`config.mk`:
```
export PLATFORM = sky130hd
export DESIGN_NAME = ones_acc_flat
export DESIGN_NICKNAME = d
export VERILOG_FILES = /design/src/rtl/ones_acc_if.sv /design/src/rtl/ones_acc.sv /design/src/flat_wrapper.sv
export SDC_FILE = /design/constraint.sdc
export NUM_CORES = 1
export LEC_CHECK = 0
export CORE_MARGIN = 2
export CORE_UTILIZATION = 31
export CTS_BUF_LIST = sky130_fd_sc_hd__clkbuf_8
export DETAILED_ROUTE_END_ITERATION = 10
export PLACE_DENSITY = 0.59
export SYNTH_ARGS = -nofsm -noshare
export SYNTH_HDL_FRONTEND = slang
export SYNTH_SLANG_ARGS = --single-unit
```
`constraint.sdc`:
```
create_clock -name clk -period 4.1 [get_ports clk]
set_input_delay 0.82 -clock clk [delete_from_list [all_inputs] [get_ports clk]]
set_output_delay 0.82 -clock clk [all_outputs]
set_load 0.01 [all_outputs]
```
`src/rtl/ones_acc_if.sv`:
```
// Handshake/result bundle for the ones_acc frame accumulator.
// master drives start/in_valid/in_cnt; slave (the accumulator) returns ready, sum and status.
interface ones_acc_if #(
    parameter int ACC_W = 8
);
    logic             start;
    logic             in_valid;
    logic [2:0]       in_cnt;
    logic             in_ready;
    logic [ACC_W-1:0] sum;
    logic             sum_valid;
    logic             busy;
    logic             ovf;

    modport master (
        output start, in_valid, in_cnt,
        input  in_ready, sum, sum_valid, busy, ovf
    );

    modport slave (
        input  start, in_valid, in_cnt,
        output in_ready, sum, sum_valid, busy, ovf
    );
endinterface

```
`src/rtl/ones_acc.sv`:
```
// Frame accumulator: sums FRAME_LEN per-word ones counts into an ACC_W-bit total with sticky overflow.
// Define ONES_ACC_SAT_EN to saturate the sum on overflow instead of wrapping.
module ones_acc #(
    parameter int FRAME_LEN = 8,
    parameter int ACC_W     = 8
) (
    input  logic     clk,
    input  logic     rst_n,
    ones_acc_if.slave bus
);
    typedef enum logic [1:0] {
        IDLE = 2'd0,
        ACC  = 2'd1,
        DONE = 2'd2
    } state_t;

    localparam logic [7:0] LAST_IDX = 8'(FRAME_LEN - 1);

    state_t           state_q, state_d;
    logic [ACC_W-1:0] sum_q, sum_d;
    logic             ovf_q, ovf_d;
    logic [7:0]       cnt_q, cnt_d;
    logic             sum_valid_q, sum_valid_d;
    logic             busy_q, busy_d;
    logic [ACC_W:0]   add_s;

    // One guard bit above the sum carries the true-sum overflow.
    assign add_s = {1'b0, sum_q} + {{(ACC_W - 2){1'b0}}, bus.in_cnt};

    // Next-state, datapath and status computation.
    always_comb begin
        state_d = state_q;
        sum_d   = sum_q;
        ovf_d   = ovf_q;
        cnt_d   = cnt_q;
        case (state_q)
            IDLE: begin
                if (bus.start) begin
                    state_d = ACC;
                    sum_d   = {ACC_W{1'b0}};
                    ovf_d   = 1'b0;
                    cnt_d   = 8'd0;
                end else begin
                    state_d = IDLE;
                end
            end
            ACC: begin
                if (bus.in_valid) begin
`ifdef ONES_ACC_SAT_EN
                    sum_d = add_s[ACC_W] ? {ACC_W{1'b1}} : add_s[ACC_W-1:0];
`else
                    sum_d = add_s[ACC_W-1:0];
`endif
                    ovf_d = ovf_q | add_s[ACC_W];
                    cnt_d = cnt_q + 8'd1;
                    if (cnt_q == LAST_IDX) begin
                        state_d = DONE;
                    end else begin
                        state_d = ACC;
                    end
                end else begin
                    state_d = ACC;
                end
            end
            DONE: begin
                state_d = IDLE;
            end
            default: begin
                state_d = IDLE;
            end
        endcase
        sum_valid_d = (state_d == DONE);
        busy_d      = (state_d != IDLE);
    end

    // State, datapath and registered status flops.
    always_ff @(posedge clk or negedge rst_n) begin
        if (!rst_n) begin
            state_q     <= IDLE;
            sum_q       <= {ACC_W{1'b0}};
            ovf_q       <= 1'b0;
            cnt_q       <= 8'd0;
            sum_valid_q <= 1'b0;
            busy_q      <= 1'b0;
        end else begin
            state_q     <= state_d;
            sum_q       <= sum_d;
            ovf_q       <= ovf_d;
            cnt_q       <= cnt_d;
            sum_valid_q <= sum_valid_d;
            busy_q      <= busy_d;
        end
    end

    assign bus.in_ready  = (state_q == ACC);
    assign bus.sum       = sum_q;
    assign bus.ovf       = ovf_q;
    assign bus.sum_valid = sum_valid_q;
    assign bus.busy      = busy_q;
endmodule

```
`src/flat_wrapper.sv`:
```
// flat-port wrapper written by rule: the top's interface ports become plain ports
module ones_acc_flat 
#(
    parameter int FRAME_LEN = 8,
    parameter int ACC_W     = 8
)
  (clk, rst_n, bus_start, bus_in_valid, bus_in_cnt, bus_in_ready, bus_sum, bus_sum_valid, bus_busy, bus_ovf);
  ones_acc_if #(.ACC_W(ACC_W)) bus_i ();
  input  logic clk;
  input  logic rst_n;
  input wire logic [$bits(bus_i.start)-1:0] bus_start;
  input wire logic [$bits(bus_i.in_valid)-1:0] bus_in_valid;
  input wire logic [$bits(bus_i.in_cnt)-1:0] bus_in_cnt;
  output wire logic [$bits(bus_i.in_ready)-1:0] bus_in_ready;
  output wire logic [$bits(bus_i.sum)-1:0] bus_sum;
  output wire logic [$bits(bus_i.sum_valid)-1:0] bus_sum_valid;
  output wire logic [$bits(bus_i.busy)-1:0] bus_busy;
  output wire logic [$bits(bus_i.ovf)-1:0] bus_ovf;
  assign bus_i.start = bus_start;
  assign bus_i.in_valid = bus_in_valid;
  assign bus_i.in_cnt = bus_in_cnt;
  assign bus_in_ready = bus_i.in_ready;
  assign bus_sum = bus_i.sum;
  assign bus_sum_valid = bus_i.sum_valid;
  assign bus_busy = bus_i.busy;
  assign bus_ovf = bus_i.ovf;
  ones_acc #(.FRAME_LEN(FRAME_LEN), .ACC_W(ACC_W)) u_core (.clk(clk), .rst_n(rst_n), .bus(bus_i));
endmodule
```
==> run_results.csv, run 1 <==
group,metric,value,unit
run_status,outcome,"completed",
sta,period_share,59.1,%
global_routing,grt_max_degree,22,
worst_setup_path,crit_required,3.28,ns
min_path,holdPathEnd,"u_core.bus.ovf",
global_routing,antenna_found_initial,0,
pwr,swShare,38.5,%
layout,finish.utilization,40.8,%
clock_tree,cts_max_path_buffers,2,
route,drc_errors,0,
worst_setup_path,worstSetupPathType,"reg -> out",
clock_tree,cts_root_buffer,"clkbuf_8",
die,placementRows,21,
layout,layout.nets,139,
layout,final.fill_count,333,
synthesis,synthXorXnorAreaFrac,4.73,%
synthesis,syn_nets,118,
min_path,hold_path.class,"reg -> reg",
worst_setup_path,slowest_stage,"clkdlybuf4s50_1",
place,place_hpwl,1.67,mm
synthesis,synth_warnings,0,
route,wl,2.31,mm
synthesis,synth.yosys.seq_area_share,47.3,%
route,vias_per_cell,5.12,
sta,fin_setup_tns,0,ns
clock_tree,clock-sinks,21,
worst_setup_path,r2r_end,"u_core.bus.sum[6]",
worst_setup_path,arrival,1.60,ns
min_path,min_from,"u_core.bus.ovf",
worst_setup_path,cp_max_fo,7,
global_routing,grtUsageTotal,12.7,%
clock_tree,cts.reportedPaths.clkPinSlew,0.08,ns
sta,fin_ws,1.68,ns
synthesis,synth_adder_area_share,6.31,%
min_path,min_path_cells,2,
die,die_w,63.9,microns
clock_tree,h-tree-depth,1,
synthesis,synth-seq-cells,21,
synthesis,ys_types,39,
pwr,p_int,0.000543,W
place,gp_congestion,0.721,
synthesis,synth-compound-area-share,18.0,%
clock_tree,insertion_delay,0.26,ns
worst_setup_path,slowest_delay,0.55,ns
pwr,p_clk_share,15.3,%
sta,fin_skew,0.000596,ns
sta,maxSlewViolCount,0,
synthesis,synthMuxAreaShare,0.901,%
sta,slew_headroom,36.8,%
layout,drive_gt1_share,6.35,%
sta,max_freq,412,MHz
die,die_y,63.9,microns
die,core_area,0.00339,sq mm
worst_setup_path,critPathCaptureType,"primary output",
pwr,p_leak,0.589,nW
place,dp_slack,1.47,ns
die,die_area,0.00408,sq mm
global_routing,grt_pass1_wl,4.02,mm
sta,setup_viol,0,
sta,worst_pin_slew,0.946,ns
clock_tree,cts.repair.resized,0,
sta,finalHoldViolCount,0,
worst_setup_path,rr_worst_depth,6,
synthesis,synthArstFlopShare,100,%
worst_setup_path,startpoint_type,"register",
sta,min_period,2.42,ns
global_routing,grt_pass1_vias,902,
worst_setup_path,ff2ff_setup_slack,2.32,ns
synthesis,synth_simple_gate_area_share,20.3,%
route,drtAntennaViolNets,0,
worst_setup_path,critPathTopFamily,"buffers and inverters",
synthesis,synth_edf_count,0,
global_routing,overflow,0,
die,start_util,32.8,%
sta,grt_setup_unrepaired,"false",
place,port_buffers,18,
route,wl_per_cell,13.4,microns
worst_setup_path,rr_startpoint,"u_core.bus.sum[0]",
route,dr.first_iter.drc_count,56,
synthesis,synthesis.area,0.00111,sq mm
place,dp.cells,168,
clock_tree,cts_tree,"yes",
clock_tree,post_cts_buffers,0,
synthesis,ys.flop_type,"dfrtp_1",
clock_tree,hold_buffers,0,
layout,area_delta_synth_final,24.3,%
synthesis,syn_inst,106,
clock_tree,cts_buffers,3,
pwr,netSwitchingPower,0.000340,W
worst_setup_path,cp_cell_sequence,"nand2b_1 -> inv_1 -> clkdlybuf4s50_1",
route,drt_first_pass_iters,4,
run,maxCapViolCount,0,
layout,diodes,0,
layout,final_cells,172,
worst_setup_path,timing.critical_path.buf_inv,2,
synthesis,synth_top_family_by_area,"simple AND/OR/NAND/NOR gates",
die,io_pins,19,
route,vias,881,
pwr,peakVddDrop,275,uV
pwr,pwr_density_cell,639,mW/mm^2
synthesis,avgSynthCellArea,10.5,sq um
pwr,combPwrFrac,43.1,%
pwr,p_seq_share,41.6,%
==> per-stage QoR <==
step / total power, W / hold slack (ns) / instance area [sq um]
floorplan: 0.000599 / 0.490 / 1110
CTS: 0.000895 / 0.516 / 1380
global route: 0.000967 / 0.547 / 1380
global placement: 0.000746 / 0.499 / 1340
finish: 0.000883 / 0.522 / 1380
detailed placement: 0.000757 / 0.495 / 1340
==> synthesized netlist by cell type (3+ instances only) <==
library cell | count | area share, %
and2_1 | 3 | 1.7
ha_1 | 4 | 4.5
o21ai_0 | 6 | 2.7
xnor2_1 | 4 | 3.2
nand2b_1 | 3 | 1.7
nand2_1 | 13 | 4.4
dfrtp_1 | 21 | 47
nor2_1 | 11 | 3.7
==> sequential cells by signal, summed over array words and instances (netlist names) <==
register and flops:
u_core.bus.ovf 1, u_core.bus.sum 8, u_core.bus.busy 1, u_core.bus.sum_valid 1
u_core.cnt_q 8, u_core.state_q 2
==> routing by layer <==
layer  vias to the layer above  share of wire (%)  GRT usage [%]
li1                        421                  -              -
met1                       441                 43           15.3
met2                        17                 51           21.1
met3                         2                5.2           4.75
met4                         0               0.91           3.80
met5                         -                  0              0
==> power groups by stage <==
| stage | logic, W | registers, W | clock network [W] |
|---|---|---|---|
| global route | 0.000435 | 0.000382 | 0.000150 |
| global placement | 0.000377 | 0.000369 | 0 |
| detailed placement | 0.000383 | 0.000374 | 0 |
| finish | 0.000380 | 0.000367 | 0.000135 |
| floorplan | 0.000226 | 0.000373 | 0 |
| CTS | 0.000386 | 0.000370 | 0.000139 |
==> worst max-delay path by stage <==
stage | from | endpoint | slack (ns) | cells past startpoint
after floorplan | bus_in_cnt[0] | u_core.bus.sum[6] | 2.02 | 6
after global placement | bus_in_cnt[1] | u_core.bus.sum[5] | 1.46 | 6
after detailed placement | bus_in_cnt[1] | u_core.bus.sum[5] | 1.47 | 6
after CTS | u_core.state_q[1] | bus_in_ready | 1.66 | 3
after global routing | u_core.state_q[1] | bus_in_ready | 1.55 | 3
final | u_core.state_q[1] | bus_in_ready | 1.68 | 3
==> cell usage in the layout, fill, tap and decap left out, types with 3 or more instances in the layout <==
cell / n
clkdlybuf4s50_1: 18
and2_1: 3
nor2_1: 11
dfrtp_1: 21
xnor2_1: 4
clkbuf_8: 3
nand2_1: 13
o21ai_0: 6
inv_1: 3
ha_1: 4
nand2b_1: 3
==> kinds of logic (layout without fill, tap and decap cells) <==
| group | Yosys count | count (layout) |
|---|---|---|
| xor+xnor | 6 | 6 |
| flops | 21 | 21 |
| buf+inv | 5 | 25 |
| mux | 1 | 1 |
| fa+ha+maj | 5 | 5 |
| compound gates | 25 | 25 |
| simple gates | 43 | 43 |
==> worst reg2reg max path, delay by kind of cell, from the launching register on <==
kind / cells / cell delay [ns]
and+or+nand+nor: 2 / 0.27
adders and majority gates: 2 / 0.64
muxes: 1 / 0.19
AOI/OAI and AO/OA: 1 / 0.21
DFF: 1 / 0.40
==> final cells by class <==
cell class	count	area [sq um]	share of cell area, %
Multi-Input combinational cell	80	558	40.4
Sequential cell	21	526	38.0
Timing Repair Buffer	19	188	13.6
Tap cell	46	57.6	4.17
Clock buffer	3	41.3	2.99
Inverter	2	7.51	0.543
Clock inverter	1	3.75	0.272
No activity file was read; power rests on OpenSTA's default activity.
==> run 2, diff against run 1 <==
==> constraint.sdc (replaced) <==
create_clock -name clk -period 2.3 [get_ports clk]
set_input_delay 0.46 -clock clk [delete_from_list [all_inputs] [get_ports clk]]
set_output_delay 0.46 -clock clk [all_outputs]
set_load 0.01 [all_outputs]
==> run 2 against run 1 <==
Against the previous run:
- core utilization is 1.3 points higher
- clock skew is 0.0018 ns higher
- global-route usage is 1.0 points higher
- critical endpoint unchanged
- via count is 1.4% higher
- highest routed layer unchanged
- largest power group unchanged
- largest cell class unchanged
- critical path type unchanged
- register-to-register slack worse by 1.8 ns
- sequential cell count stayed put
- non-clock buffer count is 6 higher
- clock power is 81% higher
- cell area is 3.3% higher
- sequential share of layout area is 1.2 points lower
- total power is 82% higher
- critical path depth stayed put
==> run_results.csv, run 2 (synthesis gave the netlist of run 1 again) <==
group,metric,value,unit
run_status,outcome,"completed",
die,die_area,0.00408,sq mm
layout,layout.nets,145,
sta,max_freq,485,MHz
die,start_util,32.8,%
clock_tree,cts.repair.resized,0,
clock_tree,insertion_delay,0.26,ns
sta,setup_viol,0,
route,wl,2.46,mm
global_routing,grt_max_degree,22,
route,drt_first_pass_iters,4,
clock_tree,cts_root_buffer,"clkbuf_8",
sta,maxSlewViolCount,0,
worst_setup_path,crit_required,1.84,ns
global_routing,grt_pass1_vias,885,
layout,drive_gt1_share,10.6,%
route,drc_errors,0,
pwr,p_seq_share,40.9,%
clock_tree,cts_tree,"yes",
clock_tree,clock-sinks,21,
clock_tree,cts.reportedPaths.clkPinSlew,0.08,ns
global_routing,antenna_found_initial,0,
clock_tree,cts_buffers,3,
layout,layout_commonest_cell,"dfrtp_1",
route,wl_per_cell,13.8,microns
worst_setup_path,worstSetupPathType,"reg -> out",
worst_setup_path,cp_max_fo,7,
min_path,hold_path.class,"reg -> reg",
layout,final.fill_count,337,
place,place_hpwl,1.80,mm
clock_tree,post_cts_buffers,0,
pwr,combPwrFrac,43.8,%
layout,final_cell_mix,"21 x dfrtp_1, 18 x clkdlybuf4s50_1, 13 x nand2_1",
worst_setup_path,critPathCaptureType,"primary output",
sta,min_period,2.06,ns
pwr,p_clk_share,15.2,%
sta,hold_slack,0.515,ns
clock_tree,h-tree-depth,1,
pwr,p_total,0.00161,W
worst_setup_path,startpoint_type,"register",
pwr,peakVddDrop,597,uV
die,placementRows,21,
layout,final_cells,178,
die,die_w,63.9,microns
global_routing,grtUsageTotal,13.7,%
die,core_area,0.00339,sq mm
global_routing,overflow,0,
die,io_pins,19,
layout,area_delta_synth_final,28.4,%
pwr,swShare,38.7,%
global_routing,grt_pass1_wl,4.33,mm
worst_setup_path,arrival,1.60,ns
place,port_buffers,18,
sta,period_share,89.7,%
pwr,p_int,0.000985,W
die,die_y,63.9,microns
layout,diodes,0,
sta,worst_pin_slew,0.546,ns
place,dp.cells,174,
route,vias_per_cell,5.02,
route,dr.first_iter.drc_count,102,
sta,grt_setup_unrepaired,"false",
clock_tree,hold_buffers,0,
pwr,pwr_density_cell,1130,mW/mm^2
clock_tree,cts_max_path_buffers,2,
route,drtAntennaViolNets,0,
place,gp_congestion,0.795,
sta,fin_skew,0.00236,ns
run,maxCapViolCount,0,
route,vias,893,
sta,fin_setup_tns,0,ns
pwr,p_leak,0.619,nW
sta,finalHoldViolCount,0,
pwr,netSwitchingPower,0.000621,W
sta,slew_headroom,63.5,%
==> run 2: cell count changes in the layout (fill, tap and decap cells not counted) <==
cell / delta
buf_4: +6
==> run 2: layout make-up <==
cell class	count	area (sq um)	area share [%]
clock buffer	3	41.3	2.89
clock inverter	1	3.75	0.263
tap	46	57.6	4.04
inverter	2	7.51	0.526
timing repair buffer	25	233	16.3
multi-input combinational	80	558	39.1
sequential	21	526	36.8
==> run 2: routing by layer <==
| metal | track usage (%) | up-vias | wire length [microns] |
|---|---|---|---|
| met1 | 17.9 | 435 | 1160 |
| met3 | 3.87 | 2 | 117 |
| met2 | 21.4 | 19 | 1150 |
| met4 | 5.71 | 0 | 34 |
| met5 | 0 | - | 0 |
| li1 | - | 437 | - |
==> run 2: metrics by stage <==
| step | util (%) | worst slack [ns] | area, sq um |
|---|---|---|---|
| 2_1_floorplan | - | 0.578 | 1110 |
| 3_3_place_gp | 40.8 | 0.0458 | 1380 |
| 3_5_place_dp | 40.8 | 0.0423 | 1380 |
| 4_1_cts | 42.1 | 0.216 | 1430 |
| 5_1_grt | 42.1 | 0.133 | 1430 |
| 6_report | 42.1 | 0.237 | 1430 |
==> run 2: critical path, cell delays in order, from the launching register on <==
cell and delay [ns]:
dfrtp_1 0.45, nand2b_1 0.21, inv_1 0.13, clkdlybuf4s50_1 0.55
==> run 2: worst paths after layout <==
check,end,start,depth (start not counted),slack [ns]
min reg2reg,u_core.bus.ovf,u_core.bus.ovf,2,0.52
max reg2reg,u_core.bus.sum[6],u_core.bus.sum[0],6,0.52
min in group asynchronous,u_core.bus.sum[1],rst_n,2,0.54
max,bus_in_ready,u_core.state_q[1],3,0.24
max in group asynchronous,u_core.cnt_q[5],rst_n,2,1.53
min,u_core.bus.ovf,u_core.bus.ovf,2,0.52
==> run 2: power by group through the flow <==
stage	Combinational [W]	Sequential (W)	Clock, W
2_1_floorplan	0.000403	0.000665	0
3_3_place_gp	0.000694	0.000658	0
3_5_place_dp	0.000712	0.000667	0
4_1_cts	0.000717	0.000660	0.000249
5_1_grt	0.000781	0.000688	0.000269
6_report	0.000704	0.000657	0.000245
